$ cat config.mk
export PLATFORM = sky130hd
export DESIGN_NAME = dbg_bridge
export DESIGN_NICKNAME = d
export VERILOG_FILES = /design/src/rtl/dbg_bridge_pkg.sv /design/src/rtl/dbg_bridge.sv
export SDC_FILE = /design/constraint.sdc
export NUM_CORES = 1
export LEC_CHECK = 0
export BUFFER_PORTS_ARGS = -buffer_cell sky130_fd_sc_hd__buf_4
export CAP_MARGIN = 30
export CORE_MARGIN = 2
export CORE_UTILIZATION = 49
export DETAILED_ROUTE_END_ITERATION = 8
export PLACE_DENSITY = 0.79
export SYNTH_ARGS = -nofsm -noshare
export SYNTH_HDL_FRONTEND = slang
export SYNTH_SLANG_ARGS = --single-unit
export TNS_END_PERCENT = 1
$ cat constraint.sdc
create_clock -name clk -period 4.8 [get_ports clk]
set_input_delay 0.96 -clock clk [delete_from_list [all_inputs] [get_ports clk]]
set_output_delay 0.96 -clock clk [all_outputs]
set_load 0.03 [all_outputs]
$ cat src/rtl/dbg_bridge_pkg.sv
// Shared definitions for the host-to-bus debug bridge: opcodes, response codes
// and FSM state encoding.
package dbg_bridge_pkg;

    localparam logic [7:0] OP_WRITE    = 8'h01;
    localparam logic [7:0] OP_READ     = 8'h02;

    localparam logic [7:0] RSP_WR_OK   = 8'hA5;
    localparam logic [7:0] RSP_BAD_OP  = 8'hEE;
    localparam logic [7:0] RSP_TIMEOUT = 8'hEF;

    typedef enum logic [2:0] {
        ST_IDLE,
        ST_ADDR,
        ST_DATA,
        ST_BUS,
        ST_RESP
    } state_t;

    function automatic logic is_valid_op(input logic [7:0] op);
        return (op == OP_WRITE) || (op == OP_READ);
    endfunction

endpackage

$ cat src/rtl/dbg_bridge.sv
// Byte-stream debug bridge: decodes WRITE/READ commands from the host link,
// runs one word access on the bus with a timeout, and returns a response.
module dbg_bridge
    import dbg_bridge_pkg::*;
#(
    parameter int unsigned TIMEOUT = 255
) (
    input  logic        clk,
    input  logic        rst,
    input  logic [7:0]  rx_data,
    input  logic        rx_valid,
    output logic        rx_ready,
    output logic [7:0]  tx_data,
    output logic        tx_valid,
    input  logic        tx_ready,
    output logic        bus_stb,
    output logic        bus_we,
    output logic [21:0] bus_addr,
    output logic [31:0] bus_dout,
    input  logic [31:0] bus_din,
    input  logic        bus_ack
);

    state_t      state, state_nxt;
    logic [1:0]  byte_cnt;
    logic [7:0]  to_cnt;
    logic [23:0] addr_q;
    logic [31:0] data_q;
    logic        we_q;
    logic [31:0] resp_q;
    logic [1:0]  resp_left;
    logic        rx_fire, tx_fire, to_last;

    assign rx_fire = rx_valid & rx_ready;
    assign tx_fire = tx_valid & tx_ready;
    // Last permitted BUS cycle; an ack here still wins over the timeout.
    assign to_last = (to_cnt == 8'(TIMEOUT - 1));

    assign bus_we   = we_q;
    assign bus_addr = addr_q[23:2];
    assign bus_dout = data_q;
    assign tx_data  = resp_q[31:24];

    always_comb begin
        state_nxt = state;
        rx_ready  = 1'b0;
        tx_valid  = 1'b0;
        bus_stb   = 1'b0;
        unique case (state)
            ST_IDLE: begin
                rx_ready = ~rst;
                if (rx_valid) state_nxt = is_valid_op(rx_data) ? ST_ADDR : ST_RESP;
            end
            ST_ADDR: begin
                rx_ready = ~rst;
                if (rx_valid && byte_cnt == 2'd2) state_nxt = we_q ? ST_DATA : ST_BUS;
            end
            ST_DATA: begin
                rx_ready = ~rst;
                if (rx_valid && byte_cnt == 2'd3) state_nxt = ST_BUS;
            end
            ST_BUS: begin
                bus_stb = 1'b1;
                if (bus_ack || to_last) state_nxt = ST_RESP;
            end
            ST_RESP: begin
                tx_valid = 1'b1;
                if (tx_ready && resp_left == 2'd0) state_nxt = ST_IDLE;
            end
            default: state_nxt = ST_IDLE;
        endcase
    end

    always_ff @(posedge clk or posedge rst) begin
        if (rst) begin
            state     <= ST_IDLE;
            byte_cnt  <= '0;
            to_cnt    <= '0;
            addr_q    <= '0;
            data_q    <= '0;
            we_q      <= 1'b0;
            resp_q    <= '0;
            resp_left <= '0;
        end else begin
            state  <= state_nxt;
            to_cnt <= '0;
            unique case (state)
                ST_IDLE: begin
                    if (rx_fire) begin
                        byte_cnt <= '0;
                        we_q     <= (rx_data == OP_WRITE);
                        if (!is_valid_op(rx_data)) begin
                            resp_q    <= {RSP_BAD_OP, 24'h0};
                            resp_left <= '0;
                        end
                    end
                end
                ST_ADDR: begin
                    if (rx_fire) begin
                        addr_q   <= {addr_q[15:0], rx_data};
                        byte_cnt <= (byte_cnt == 2'd2) ? 2'd0 : byte_cnt + 2'd1;
                    end
                end
                ST_DATA: begin
                    if (rx_fire) begin
                        data_q   <= {data_q[23:0], rx_data};
                        byte_cnt <= byte_cnt + 2'd1;
                    end
                end
                ST_BUS: begin
                    if (bus_ack) begin
                        resp_q    <= we_q ? {RSP_WR_OK, 24'h0} : bus_din;
                        resp_left <= we_q ? 2'd0 : 2'd3;
                    end else if (to_last) begin
                        resp_q    <= {RSP_TIMEOUT, 24'h0};
                        resp_left <= '0;
                    end else begin
                        to_cnt <= to_cnt + 8'd1;
                    end
                end
                ST_RESP: begin
                    // Response drains MSB first by shifting the next byte into [31:24].
                    if (tx_fire) begin
                        resp_q <= {resp_q[23:0], 8'h00};
                        if (resp_left != 2'd0) resp_left <= resp_left - 2'd1;
                    end
                end
                default: ;
            endcase
        end
    end

endmodule

==> key figures <==
Run status
  • Outcome: completed

Routing
  • Average vias per placed instance: 5.195
  • Pre-antenna DRT Iters: 4
  • Overall via count from detail_route: 3,138
  • Post-DRT Antenna Nets: 0
  • Routed WL per cell: around 15 um
  • DRT Wirelength: 9308 um
  • Residual DRC count: 0
  • 1st-iter DRT viols: about 140

Floorplan
  • Core area: 9284 um^2
  • Core Rows: 35
  • Die width: 102.2 um
  • Starting Density: 0.5085
  • Full die area: 10,440 um^2
  • Die Y: approximately 100 um
  • IO Count: 111

STA
  • Worst-margin pin slew: 942.8 ps
  • Fin. Hold Viols: 0
  • Setup TNS Final: 0 ps
  • RSZ-0062 raised after global routing: no
  • Final setup viols: 0
  • Max Transition Viols Final: 0
  • Minimum clock period: 3240 ps
  • Achievable Freq: 308.6 MHz
  • Fin crit share: 0.6751
  • Slew margin rel.: 0.3699
  • Post-Route Skew: 13.61 ps

Synth
  • Syn nets: approximately 450
  • Synth unique cells: 49
  • Post-Synthesis Cells: 396
  • Avg Inst Size Synth: 11.92 um^2
  • Syn Std Cell Area: 4721 um^2
  • Synth Warn #: 0
  • #FFs+latches synth: 104
  • Sequential-to-total area share from yosys stat: 0.5513

Clock tree
  • Worst-path clk slew: 90 ps
  • Clock net sink count: 104
  • # resized after CTS: 0
  • TritonCTS clock tree: done
  • Hold_buf cts: 0
  • H-tree depth: 3
  • CTS Buf Count: 9
  • Root buffer selected by CTS: clkbuf_8
  • Postcts setup bufs: 0
  • Max Root-Sink Buffers: 2
  • Clk Latency, worst-skew pair: 370 ps

Critical path
  • Critical setup path kind: reg -> out
  • Worst EP arrival: ~2300 ps
  • Critical Path RT: 3840 ps
  • Critical path startpoint category: flop
  • Crit. End Element: output pin
  • CP max FO: 26

Flow run
  • Max Cap Viol: 0

Finish
  • Proportion of layout cells with a drive suffix above 1: 0.4084
  • Fill cell count: slightly below 800
  • # diodes: 0
  • P&R area growth vs syn: 18.50%
  • Layout Nets: approximately 520

Global route
  • Initial antenna violation count: 0
  • Largest net degree at the start of global routing: 69
  • Gr usage total: 0.1852
  • GR Overflow Total: 0
  • First-pass GRT wire length: between 15,000 and 20,000 um
  • Vias in the first global route: 3,068

Placement
  • Final GP Congestion: 0.8599
  • DPL Wire Length: 6488 um
  • Port-buffer cells: 110

Power
  • PD cells: 656.3 nW/um^2
  • Final Power: approximately 3.7 mW
  • P_leak: roughly 2.7 nW
  • Max VDD drop: ~0.00034 V

Hold path
  • Hold crit path type: reg -> reg
==> layout by cell type, fill, tap and decap left out, types with 6 or more instances in the layout <==
cell type and n:
buf_4 114, dfrtp_1 104, mux2_2 57, nand2_1 34, o21ai_0 25, a22oi_1 18, nor2_1 14, clkbuf_8 10
a22o_1 8, nand2b_1 7, inv_1 7, ha_1 7, xor2_1 6, a21oi_1 6
==> worst max-delay path: stages, from the launching register on <==
cell,delay (ps)
dfrtp_1,570
nor2_1,120
nand2_1,200
clkinv_1,620
buf_4,420
==> metrics by stage <==
stage	std cells	hold WS, ps	instance area [um^2]	worst slack (ps)	util
detailed placement	588	479.9	5404	1880	0.5821
finish	604	495.8	5594	1560	0.6026
global route	604	518.8	5594	1310	0.6026
CTS	604	501.9	5594	1540	0.6026
global placement	588	467.7	5404	1947	0.5821
floorplan	396	449.5	4721	1108	-
==> synth_stat cells (all sizes together) <==
cell type    n  area (um^2)
nand2       34        127.6
o31ai        3        27.52
nand4b       1        8.760
nand2b       7        43.79
xor2         6        52.55
o32ai        1        8.760
a21oi        6        30.03
xnor2        1        8.760
o21ai       28        140.1
or3b         1        8.760
a22o         8        70.07
o21ba        1        10.01
a31oi        1        6.260
o211ai       1        12.51
nor2        14        52.55
o21a         1        7.510
clkbuf       6        22.52
and2         1        6.260
nand3b       1        7.510
o311a        1        10.01
a22oi       18        135.1
a21bo        1        10.01
nor3         4        25.02
a211oi       3        22.52
mux2i        1        10.01
mux2        57        641.9
inv          8        30.03
ha           7        87.58
nor4         1        12.51
nand4        1        6.260
dfrtp      104         2603
nor2b        1        6.260
a311oi       1        8.760
o32a         1        10.01
and3         2        12.51
and2b        1        7.510
and4         1        8.760
a21o         3        22.52
nand3        4        20.02
o22ai        4        25.02
a211o        1        8.760
buf         45        322.8
or3          3        18.77
clkinv       1        3.750
==> flip-flops by register name, summed over array words and instances (netlist names) <==
register	flops
addr_q	24
bus_dout	32
bus_we	1
byte_cnt	2
resp_left	2
resp_q	32
state	3
to_cnt	8
==> final cells by class <==
type | count | area, um^2 | area share
repair buffers | 114 | 855.8 | 0.1530
inverters | 9 | 36.28 | 0.006486
clock inverters | 6 | 52.55 | 0.009394
flip-flops and latches | 104 | 2603 | 0.4652
multi-input cells | 232 | 1748 | 0.3125
well taps | 129 | 161.4 | 0.02885
clock buffers | 10 | 137.6 | 0.02460
==> routing by layer <==
metal / vias up / wire [um] / GRT usage
li1: 1508 / - / -
met5: - / 0 / 0
met1: 1564 / 4187 / 0.2529
met4: 0 / 115 / 0.05231
met3: 9 / 285 / 0.03420
met2: 57 / 4721 / 0.3062
==> where the power goes <==
group	total [mW]	leakage [nW]	internal [mW]	switching [mW]
clock	0.516	0.0963	0.211	0.305
sequential	1.48	1.35	1.22	0.262
combinational	1.67	1.26	0.689	0.986
total	3.67	2.70	2.12	1.55
==> logic make-up after synthesis <==
group	Yosys count	synth area share
fa+ha+maj	7	0.01855
compound gates	83	0.1198
simple gates	77	0.07898
buf+inv	60	0.08030
mux	58	0.1381
flops	104	0.5513
xor+xnor	7	0.01299
==> final timing paths <==
path	from	to	slack (ps)	depth (start not counted)
max in group asynchronous	rst	state[2]	3050	3
max	state[0]	tx_valid	1560	4
min in group asynchronous	rst	addr_q[14]	760	2
max reg2reg	state[2]	resp_left[0]	2380	5
min reg2reg	resp_q[31]	resp_q[31]	500	2
min	resp_q[31]	resp_q[31]	500	2
Power figures use the tool's default switching activity.
